$ cat src/rtl/extram_unaligned_reader.sv
// rtl/extram_unaligned_reader.sv - unaligned 1/2/4-unit load reader for ExtendRAM (one or two word reads, funnel + extend)
// Optional misaligned-load trap: EXTRAM_ALIGN_TRAP_EN
module extram_unaligned_reader #(
  parameter int UNITW = 8,
  parameter int GROUP = 4,
  parameter int ADDRW = 32,
  localparam int OFFW = $clog2(GROUP),
  localparam int SZW  = $clog2(OFFW + 1),
  localparam int DW   = UNITW * GROUP,
  localparam int WAW  = ADDRW - OFFW
) (
  input  logic             clk,
  input  logic             rst_n,
  input  logic             req_valid,
  output logic             req_ready,
  input  logic [ADDRW-1:0] req_addr,
  input  logic [SZW-1:0]   req_size,
  input  logic             req_signed,
  output logic             ram_en,
  output logic [WAW-1:0]   ram_addr,
  input  logic [DW-1:0]    ram_rdata,
  output logic             rsp_valid,
  input  logic             rsp_ready,
  output logic [DW-1:0]    rsp_data,
  output logic             rsp_err
);

  typedef enum logic [2:0] {
    S_IDLE   = 3'd0,
    S_RD_LO  = 3'd1,
    S_CAP_LO = 3'd2,
    S_CAP_HI = 3'd3,
    S_RESP   = 3'd4
  } state_t;

  state_t            r_state;
  state_t            w_next;
  logic [WAW-1:0]    r_word;
  logic [OFFW-1:0]   r_off;
  logic [SZW-1:0]    r_size;
  logic              r_signed;
  logic [DW-1:0]     r_lo;
  logic [DW-1:0]     r_data;
  logic [SZW-1:0]    w_size_clamp;
  logic [OFFW:0]     w_span;
  logic              w_cross;
  logic [DW-1:0]     w_hi;
  logic [DW-1:0]     w_lo;
  logic [2*DW-1:0]   w_cat;
  logic [DW-1:0]     w_t;
  logic              w_sign;
  logic [DW-1:0]     w_asm;

  assign w_size_clamp = (req_size > SZW'(OFFW)) ? SZW'(OFFW) : req_size;
  assign w_span       = {1'b0, r_off} + ((OFFW+1)'(1) << r_size);
  assign w_cross      = (w_span > (OFFW+1)'(GROUP));

  // In CAP_LO the low word is still on the RAM bus; in CAP_HI it has been captured into r_lo.
  assign w_hi  = (r_state == S_CAP_HI) ? ram_rdata : '0;
  assign w_lo  = (r_state == S_CAP_HI) ? r_lo : ram_rdata;
  assign w_cat = {w_hi, w_lo};
  assign w_t   = DW'(w_cat >> (32'(r_off) * UNITW));

  always_comb begin
    w_sign = 1'b0;
    w_asm  = '0;
    for (int u = 0; u < GROUP; u++) begin
      if (u == (1 << r_size) - 1)
        w_sign = w_t[u*UNITW + UNITW - 1];
    end
    for (int u = 0; u < GROUP; u++) begin
      if (u < (1 << r_size))
        w_asm[u*UNITW +: UNITW] = w_t[u*UNITW +: UNITW];
      else
        w_asm[u*UNITW +: UNITW] = {UNITW{r_signed & w_sign}};
    end
  end

  always_ff @(posedge clk or negedge rst_n) begin
    if (!rst_n) r_state <= S_IDLE;
    else        r_state <= w_next;
  end

  always_comb begin
    w_next = r_state;
    case (r_state)
      S_IDLE:   if (req_valid) w_next = S_RD_LO;
      S_RD_LO:  w_next = S_CAP_LO;
`ifdef EXTRAM_ALIGN_TRAP_EN
      S_CAP_LO: w_next = S_RESP;
`else
      S_CAP_LO: w_next = w_cross ? S_CAP_HI : S_RESP;
`endif
      S_CAP_HI: w_next = S_RESP;
      S_RESP:   if (rsp_ready) w_next = S_IDLE;
      default:  w_next = S_IDLE;
    endcase
  end

  always_comb begin
    req_ready = rst_n && (r_state == S_IDLE);
    rsp_valid = (r_state == S_RESP);
    ram_en    = 1'b0;
    ram_addr  = '0;
    case (r_state)
      S_RD_LO: begin
        ram_en   = 1'b1;
        ram_addr = r_word;
      end
      S_CAP_LO: begin
`ifndef EXTRAM_ALIGN_TRAP_EN
        if (w_cross) begin
          ram_en   = 1'b1;
          ram_addr = r_word + WAW'(1);
        end
`endif
      end
      default: ;
    endcase
  end

  always_ff @(posedge clk or negedge rst_n) begin
    if (!rst_n) begin
      r_word   <= '0;
      r_off    <= '0;
      r_size   <= '0;
      r_signed <= 1'b0;
      r_lo     <= '0;
      r_data   <= '0;
    end else begin
      case (r_state)
        S_IDLE: begin
          if (req_valid) begin
            r_word   <= req_addr[ADDRW-1:OFFW];
            r_off    <= req_addr[OFFW-1:0];
            r_size   <= w_size_clamp;
            r_signed <= req_signed;
          end
        end
        S_CAP_LO: begin
          r_lo <= ram_rdata;
`ifdef EXTRAM_ALIGN_TRAP_EN
          r_data <= w_cross ? '0 : w_asm;
`else
          if (!w_cross) r_data <= w_asm;
`endif
        end
        S_CAP_HI: r_data <= w_asm;
        default: ;
      endcase
    end
  end

`ifdef EXTRAM_ALIGN_TRAP_EN
  logic r_err;
  always_ff @(posedge clk or negedge rst_n) begin
    if (!rst_n)                  r_err <= 1'b0;
    else if (r_state == S_CAP_LO) r_err <= w_cross;
  end
  assign rsp_err = r_err;
`else
  assign rsp_err = 1'b0;
`endif

  assign rsp_data = r_data;

endmodule
$ cat config.mk
export PLATFORM = sky130hd
export DESIGN_NAME = extram_unaligned_reader
export DESIGN_NICKNAME = d
export VERILOG_FILES = /design/src/rtl/extram_unaligned_reader.sv
export SDC_FILE = /design/constraint.sdc
export NUM_CORES = 1
export LEC_CHECK = 0
export ABC_AREA = 0
export CAP_MARGIN = 40
export CORE_MARGIN = 4
export CORE_UTILIZATION = 57
export CTS_BUF_LIST = sky130_fd_sc_hd__clkbuf_8
export DETAILED_ROUTE_END_ITERATION = 6
export PLACE_DENSITY_LB_ADDON = 0.2
export SYNTH_ARGS = -nofsm -noshare
export SYNTH_HDL_FRONTEND = slang
export SYNTH_SLANG_ARGS = --single-unit
$ cat constraint.sdc
create_clock -name clk -period 9.55 [get_ports clk]
set_input_delay 1.4325 -clock clk [delete_from_list [all_inputs] [get_ports clk]]
set_output_delay 1.4325 -clock clk [all_outputs]
set_load 0.05 [all_outputs]
# == Yosys cells after proc, flatten, opt, wreduce, memory -nomap -nowiden ==
# Index checks and enable logic that the tools add are counted.
# classes
addsub,3
mul,0
n_div,0
order_cmp,6
n_eq_ne,10
shift,3
muxes,21
bitwise_logic,1
reduce_logical,7
# op_table
op,count
32-bit 2-to-1 mux,3
"3-bit by 32-bit equality test with 1-bit output, first input constant",2
"3-bit by 32-bit < comparator with 1-bit output, first input constant",2
32-bit one-hot mux with 2 select lines,1
64-bit by 5-bit right shift with 32-bit output,1
30-bit one-hot mux with 2 select lines,1
"2-bit by 32-bit equality test with 1-bit output, first input constant",1
32-bit logical NOT,1
"1-bit by 32-bit < comparator with 1-bit output, first input constant",1
"2-bit by 32-bit < comparator with 1-bit output, first input constant",1
8-bit 2-to-1 mux,4
"1-bit by 2-bit left shift with 32-bit output, first input constant",1
"32-bit by 2-bit subtractor with 32-bit output, second input constant",1
"30-bit by 1-bit adder with 30-bit output, second input constant",1
30-bit 2-to-1 mux,1
3-bit one-hot mux with 5 select lines,1
3-bit 2-to-1 mux,3
"3-bit by 2-bit equality test with 1-bit output, second input constant",2
2-bit AND reduction,3
1-bit 2-to-1 mux,5
"2-bit != test, second input constant",2
2-bit by 3-bit adder with 3-bit output,1
"3-bit by 1-bit equality test with 1-bit output, second input constant",1
"3-bit equality test, second input constant",1
other kinds (10),10
# word_totals
ff_bits,102
latchBits,0
ram_bits,0
rom_bits,0
inputBits,71
out_inout_bits,66
wordCells,58
n_memories,0

# == Depth between registers and ports, before layout ==
# Gate-level depths: netlist of the first run.
# logic_depth
word_depth,11
mapped_depth,12
depth_no_buf,8

# == Worst setup path before layout of the first run ==
# OpenSTA, ideal clock, no wires.
# synth_timing
path_kind,flip-flop to output port
start,reg r_off[0]
end,out ram_addr[20]
arrival_time_ps,3473
t_required_ps,8117
setup_slack_ps,4645
stages_incl_launch_ff,12
path_buffers,5
path_cell_list,dfrtp_1 buf_6 buf_2 clkbuf_1 nand2_1 fa_1 and3_1 buf_6 nor3_2 buf_2 a21oi_1 o21ai_0
# synth_via
elab_chain_cells,4
# synth_lines
element,line,rtl
"start, declared",39,logic [OFFW-1:0] r_off;
"start signal, assigned",135,r_off <= req_addr[OFFW-1:0];
2-bit by 3-bit adder with 3-bit output,55,"assign w_span = {1'b0, r_off} + ((OFFW+1)'(1) << r_size);"
3-bit > comparator,56,assign w_cross = (w_span > (OFFW+1)'(GROUP));
30-bit 2-to-1 mux,112,if (w_cross) begin
30-bit one-hot mux with 2 select lines,105,case (r_state)
"end, declared",20,"output logic [WAW-1:0] ram_addr,"
# No other way between the ends.

# == Worst setup path in the final report of the first run ==
# layout_timing
start,reg r_off[1]
end,out ram_addr[27]
# Same word-level chain as after synthesis.

==> metrics.txt, run 1 <==
status finished, final reports clean; worst skew pair latency 0.37 ns; Clock Power Share 0.089; worst stage delay on the critical path 0.87 ns; Seq/Total Area, Yosys 0.422; Slew HR 0.424; GRT Residual Overflow 0; Die H around 110 µm; Initial Util 0.586; Placed Area around 0.0075 mm²; H-tree depth 3; Post-Synthesis Cells 637; clock skew 0.0125 ns; final slew viol count 0; Avg Cell Area, Syn 9.50 µm²; routed len/inst ~19 µm; total track usage 0.270; worst hold path class flop to flop; fin area around 0.0077 mm²; GP Congestion roughly 0.9; max-cap viol count 0; crit-path max FO 26; startpoint types flop; #FFs+latches synth just over 100; fraction of layout cells with a size suffix above 1 0.134; Via Count around 5,500; nets 817; static leakage roughly 0.0031 µW; I/O Pins around 140; Final Setup Violations 0; Sw Ratio 0.504; Combinational Power Share 0.608; Psw 1430 µW; wirelength, routed ~17,000 µm; post-synthesis cell area a little over 0.006 mm²; max frequency between 150 and 200 MHz; Critical Path End Type output port; Final Hold Fails 0; Clock Path Buffers 2; Area Overhead vs Synth 26.6%; Ys Warns 0; first-pass GRT wire length 27,200 µm; Residual DRC 0; Register-to-Register Path Depth 7; vias in the first global route approximately 5,400; Yosys cell types 52; ant diodes 0; WP data required 8.12 ns; Clock transition at path regs roughly 0.09 ns; initial antenna violation count 0; die width roughly 110 µm; Reg-to-Reg Start r_off[1]; ys async rst share 1.00; unrepaired setup endpoints after global routing no; Hold Buf Count CTS 0; core area approximately 0.010 mm²; largest net degree at the start of global routing between 50 and 60; setup TNS 0 ns; clock sink count roughly 100; peak supply drop ~0.24 mV; top_reg_cell synth dfrtp_1; post-DP HPWL about 12,000 µm; reg2reg end rsp_data[25]; 1st-pass router iterations 5; R2R setup slack around 5.4 ns; Rows 37; Seq pwr share 0.303; Design Power 2840 µW; die area around 0.012 mm²; # fillers a little under 800; syn nets 710; fin util 0.742; Least-Margin Pin Slew ~0.85 ns; post_cts resized 0; root buffer cell clkbuf_8; drt initial violations 380; IO buf count about 140; period utilization 0.624; critical path class flop to output port; dpl ws just over 4 ns; CP Launch Point r_off[1]; Max stage delay cell, worst path dfrtp_1; Setup Fix Bufs, Post-CTS 0; Vias/cell 6.18; crit path cell chain inv_1, fa_1, nor2_1, a21oi_1, nor3_4, buf_8, o21ai_0, a31oi_1, clkdlybuf4s50_1; PwrDens around 370 mW/mm²; WP data arrival between 4 and 5 ns; CTS buffer count 9; post-route ant nets 0; crit path to ram_addr[27]; final worst slack about 3.6 ns; EDFF count, synth 0; internal power about 1400 µW; minimum clock period after layout between 5 and 6 ns; TritonCTS clock tree built
==> cell usage after synthesis, types with 9 or more instances <==
cell        n  area [µm²]
clkbuf_1   27         101
inv_1      14        52.6
mux4_2      9         203
buf_2      10        50.1
a211oi_1   10        75.1
o21ai_0    63         315
nor2_1     48         180
mux2_2     56         631
dfrtp_1   102        2550
nand3_1    30         150
mux2i_1    46         460
a21oi_1    44         220
a31oi_1    11        68.8
nand2_1    66         248
==> area by class of cell <==
type                            instances  area, µm²  share of cell area
Tap cell                              136        170              0.0222
Sequential cell                       102       2550               0.333
Multi-Input combinational cell        473       3240               0.423
Timing Repair Buffer                  143       1460               0.191
Clock buffer                           10        138              0.0180
Inverter                               15       56.3             0.00735
Clock inverter                          6       45.0             0.00588
==> layer usage <==
metal	GRT usage	share of wire	routed length, µm
met2	0.416	0.45	7600
met4	0.0697	0.022	360
met5	0	0	0
met1	0.392	0.45	7560
met3	0.0579	0.071	1190
==> how the worst min path moves through the flow <==
stage	from	to	slack, ns	cells after the start
after global placement	rsp_data[7]	rsp_data[7]	0.47	2
after global routing	r_lo[1]	r_lo[1]	0.53	1
final	rsp_data[7]	rsp_data[7]	0.49	2
after detailed placement	rsp_data[7]	rsp_data[7]	0.48	2
after floorplan	r_lo[6]	r_lo[6]	0.47	1
after CTS	rsp_data[7]	rsp_data[7]	0.50	2
==> cell usage in the layout (no fill, tap or decap), types with 5 or more instances in the layout <==
cell / instances
or3_1: 7
nand2_1: 66
a211oi_1: 10
mux2_2: 56
nor2_1: 48
dfrtp_1: 101
mux4_2: 9
a31oi_1: 11
and2_1: 6
a21o_1: 6
a32oi_1: 7
nor3_1: 5
clkbuf_8: 10
nand3_1: 30
clkdlybuf4s50_1: 134
nor4_1: 6
o21ai_0: 63
o211ai_1: 6
mux2i_1: 46
inv_1: 15
and3_1: 6
a21oi_1: 44
==> critical path: cells and delay by family (launching register included) <==
family | cells | cell delay, ns
adder cells (fa/ha/maj) | 1 | 0.52
AND/OR/NAND/NOR | 2 | 0.72
buffers and inverters | 3 | 1.50
AO/OA/AOI/OAI | 3 | 0.54
flip-flops | 1 | 0.87
==> power groups by stage <==
stage               Sequential, µW  Combinational, µW  Clock (µW)
finish                         861               1730         254
global route                   894               1840         280
CTS                            855               1730         259
detailed placement             863               1720           0
global placement               871               1630           0
floorplan                     1010               1030           0
==> cells by family after synthesis <==
group / after synthesis / synth area share
DFF: 102 / 0.422
and+or+nand+nor: 200 / 0.158
other: 1 / 0.000620
adders and majority gates: 2 / 0.00538
muxes: 111 / 0.214
AOI/OAI and AO/OA: 159 / 0.155
buffers and inverters: 62 / 0.0449
==> state kept, by name (all words and copies together), names as in the netlist <==
register / count
r_off: 2
r_signed: 1
r_size: 2
r_state: 3
r_word: 30
rsp_data: 32
r_lo: 32
==> through the flow <==
stage / hold slack [ns] / instances
floorplan: 0.475 / 637
global placement: 0.468 / 864
detailed placement: 0.479 / 869
CTS: 0.500 / 885
global route: 0.535 / 885
finish: 0.494 / 885
Power figures use the tool's default switching activity.
==> inputs of run 2 (changes only) <==
- CORE_UTILIZATION: 57 -> 53
- clock period: 9.55 -> 5.6 ns (I/O delays scaled with it)
==> run 2 against run 1 <==
Compared with the run above:
- cell count increased by 0.68%
- global-route usage decreased by 0.92 points
- routed wire length increased by 0.75%
- non-clock buffer count increased by 2
- via count decreased by 1.9%
- design area increased by 0.46%
- largest power group unchanged
- first-iteration DRC count increased by 23%
- register-to-register slack got worse by 3.4 ns
- total power increased by 72%
- clock power increased by 90%
- flip-flop and latch count unchanged
==> metrics.txt, run 2 (same netlist as run 1, synthesis figures left out) <==
commonest non-fill, non-tap cell in the layout clkdlybuf4s50_1; Buf/Inv on CP 1; hold_ws around 0.48 ns; layer with the highest usage met1; Initial Util 0.549; initial antenna violation count 0; post_cts resized 0; Vias/cell roughly 6.0; met2 global-route usage 0.383; drt initial violations 466; wirelength, routed around 17,000 µm; met3 Usage GRT 0.0558; post-DP HPWL approximately 12,000 µm; Cell Count, Final, Fillers Out about 900; Residual DRC 0; crit path cell chain nor2_1, nand2_1, fa_1, nor2_1, a21oi_1, or3_4, or4_1, nand3_1, clkdlybuf4s50_1; worst skew pair latency 0.38 ns; Rows 38; WP data arrival 4.06 ns; CTS buffer count 9; worst stage delay on the critical path a little over 0.8 ns; WP data required ~4.8 ns; PwrDens between 600 and 700 mW/mm²; minimum clock period after layout 4.90 ns; clock sink count ~100; critical path class flop to output port; Die H roughly 110 µm; 1st-pass router iterations 6; Placed Instances 874; status finished, final reports clean; Design Power approximately 4900 µW; I/O Pins 137; period utilization 0.874; peak supply drop roughly 0.41 mV; startpoint types flop; Clock transition at path regs approximately 0.10 ns; ant diodes 0; static leakage 0.00308 µW; IO buf count ~140; most frequent cells in the layout clkdlybuf4s50_1, dfrtp_1, nand2_1; final slew viol count 0; Via Count ~5,400; # fillers between 800 and 900; total track usage 0.261; Setup Fix Bufs, Post-CTS 0; H-tree depth 3; unrepaired setup endpoints after global routing no; worst hold path class input pin to async pin; Max stage delay cell, worst path clkdlybuf4s50_1; GP Congestion approximately 0.88; crit-path max FO 21; fin util 0.698; nets ~820; setup TNS 0 ns; core area ~0.011 mm²; Clock Path Buffers 2; Hold Buf Count CTS 0; max-cap viol count 0; Final Hold Fails 0; root buffer cell clkbuf_8; die area 0.0132 mm²; GRT Residual Overflow 0; first-pass GRT wire length 27,400 µm; clock skew about 0.013 ns; Slew HR 0.431; die width 115 µm; Least-Margin Pin Slew between 0.8 and 0.9 ns; Final Setup Violations 0; largest delay contributor family on the critical path simple AND/OR/NAND/NOR gates; fraction of layout cells with a size suffix above 1 0.134; GR Util met1 0.391; Critical Path End Type output port; routed len/inst around 19 µm; vias in the first global route 5,255; post-route ant nets 0; area of the multi-input gates about 0.0032 mm²; Register Area around 0.0026 mm²; largest net degree at the start of global routing 54; Area Overhead vs Synth 27.2%; Most Frequent Cell on Critical Path nor2_1; max frequency between 200 and 250 MHz; TritonCTS clock tree built
[run 2: report_power, final]
part           total (µW)  switching (µW)  internal, µW
Sequential           1430             313          1110
Clock                 482             264           218
Combinational        2980            1860          1120
Total                4890            2440          2450
[run 2: area by class of cell]
type                            count  area share
Inverter                           15     0.00732
Clock inverter                      6     0.00813
Multi-Input combinational cell    473       0.421
Timing Repair Buffer              145       0.192
Clock buffer                       10      0.0179
Tap cell                          140      0.0228
Sequential cell                   102       0.332
[run 2: per-stage QoR]
stage / setup slack, ns / area [µm²]
CTS: 0.725 / 7690
global route: 0.567 / 7700
finish: 0.704 / 7700
detailed placement: 1.15 / 7490
floorplan: 1.29 / 6050
global placement: 0.983 / 7410
[run 2: worst register-to-register path, cell delays in order, from the launching register on]
cell	delay, ns
dfrtp_1	0.49
nor2_1	0.31
nand2_1	0.11
fa_1	0.39
nor4bb_1	0.15
a21oi_1	0.53
o21ba_2	0.71
nand4b_1	0.62
o211ai_1	0.27
[run 2: path summary, 6_finish.rpt]
| kind | to | cells past startpoint | startpoint | slack [ns] |
|---|---|---|---|---|
| worst max-delay path | ram_addr[29] | 9 | r_size[1] | 0.70 |
| worst min-delay path | r_word[7] | 1 | rst_n | 0.48 |
| worst max register to register | rsp_data[25] | 8 | r_size[1] | 1.92 |
| worst min register to register | r_lo[5] | 1 | r_lo[5] | 0.51 |
| max in group asynchronous | r_word[6] | 2 | rst_n | 3.98 |
| min in group clk | r_lo[5] | 1 | r_lo[5] | 0.51 |
[run 2: routing by layer]
layer  routed length (µm)  part of all wire
met3                 1290             0.077
met2                 7450              0.44
met5                    0                 0
met1                 7850              0.47
met4                  246             0.015
==> inputs of run 3 (changes only) <==
- HOLD_SLACK_MARGIN: not set -> 0.03
- clock period: 5.6 -> 4.95 ns (I/O delays scaled with it)
==> run 3 against run 2 <==
Compared with the run above:
- flip-flop and latch count did not move
- worst setup slack got worse by 0.45 ns
- highest routed layer unchanged
- combinational power rose by 13%
- utilization barely moved
- largest power group unchanged
- critical endpoint is now ram_addr[27]
- sequential share of layout area about the same
==> metrics.txt, run 3 (same netlist as run 1, synthesis figures left out) <==
status finished, final reports clean; total track usage 0.257; clock skew about 0.0094 ns; Register-to-Register Path Depth 7; period utilization 0.948; static leakage roughly 0.0031 µW; post-DP HPWL 12,200 µm; vias in the first global route between 5,000 and 6,000; Rows 38; hold endpoint rsp_data[7]; reg2reg end rsp_data[27]; core area about 0.011 mm²; Initial Util 0.549; GP Congestion roughly 0.9; nets just over 800; fraction of layout cells with a size suffix above 1 0.138; Via Count approximately 5,400; wirelength, routed approximately 17,000 µm; startpoint types flop; critical path class flop to output port; Setup Fix Bufs, Post-CTS 0; hold_ws between 0.4 and 0.5 ns; die area ~0.013 mm²; crit-path max FO 21; root buffer cell clkbuf_8; Area Overhead vs Synth 27.2%; first-pass GRT wire length around 27,000 µm; WP data required about 4.2 ns; unrepaired setup endpoints after global routing no; max-cap viol count 0; post-route ant nets 0; max frequency between 200 and 250 MHz; commonest non-fill, non-tap cell in the layout clkdlybuf4s50_1; WP data arrival a little under 4 ns; peak supply drop roughly 0.50 mV; Residual DRC 0; drt initial violations roughly 530; Hold Buf Count CTS 0; CTS buffer count 9; PwrDens just over 700 mW/mm²; initial antenna violation count 0; Critical Path End Type output port; GRT Residual Overflow 0; clock sink count 102; worst hold path class flop to flop; IO buf count between 100 and 150; 1st-pass router iterations 5; I/O Pins roughly 140; TritonCTS clock tree built; routed len/inst 18.6 µm; Reg-to-Reg Start r_size[1]; Slew HR 0.437; setup TNS 0 ns; largest net degree at the start of global routing 55; Clock Path Buffers 2; most frequent cells in the layout clkdlybuf4s50_1, dfrtp_1, nand2_1; worst skew pair latency ~0.38 ns; Final Setup Violations 0; Clock transition at path regs roughly 0.090 ns; H-tree depth 3; hold_sp rsp_data[7]; die width ~110 µm; Die H between 100 and 150 µm; CP Launch Point r_size[1]; Vias/cell 6.06; worst hold stages 2; R2R setup slack approximately 1.6 ns; Least-Margin Pin Slew roughly 0.84 ns; final slew viol count 0; ant diodes 0; post_cts resized 0; Final Hold Fails 0; minimum clock period after layout roughly 4.7 ns
## run 3: metal layers
| metal | up-vias | track usage | wire length, µm |
|---|---|---|---|
| met5 | - | 0 | 0 |
| met2 | 208 | 0.371 | 7390 |
| li1 | 2538 | - | - |
| met4 | 0 | 0.0673 | 211 |
| met1 | 2638 | 0.376 | 7550 |
| met3 | 19 | 0.0821 | 1480 |
## run 3: critical path, stage by stage (launching register included)
cell and delay (ns):
dfrtp_1 0.49, nor2_1 0.33, nand2_1 0.13, fa_1 0.40
nor2_1 0.12, a21oi_1 0.08, buf_4 0.17, or3_4 0.50
o31a_1 0.33, a31oi_1 0.16, clkdlybuf4s50_1 0.85
## run 3: per-stage QoR
step                 util  power [µW]  std cells  instance area (µm²)  worst slack [ns]
floorplan               -        3950        637                 6050             0.735
global placement    0.673        4830        873                 7430             0.906
detailed placement  0.679        4980        876                 7490             0.713
CTS                 0.698        5540        892                 7700             0.286
global route        0.698        5890        892                 7700            0.0842
finish              0.698        5540        892                 7700             0.257
## run 3: worst max path at each step
stage | to | slack [ns] | depth (start not counted)
2_1_floorplan | ram_addr[20] | 0.73 | 11
3_3_place_gp | ram_addr[27] | 0.91 | 10
3_5_place_dp | ram_addr[27] | 0.71 | 10
4_1_cts | ram_addr[27] | 0.29 | 10
5_1_grt | ram_addr[27] | 0.08 | 10
6_report | ram_addr[27] | 0.26 | 10
## run 3: power by group
part           internal (µW)  switching [µW]
clock                    273             278
combinational           1270            2110
sequential              1260             353
## run 3: area by class of cell
| cell class | instances | area, µm² |
|---|---|---|
| Fill cell | 896 | 3330 |
| Multi-Input combinational cell | 473 | 3240 |
| Sequential cell | 102 | 2550 |
| Timing Repair Buffer | 146 | 1470 |
| Tap cell | 140 | 175 |
| Clock buffer | 12 | 165 |
| Inverter | 15 | 56.3 |
| Clock inverter | 4 | 46.3 |
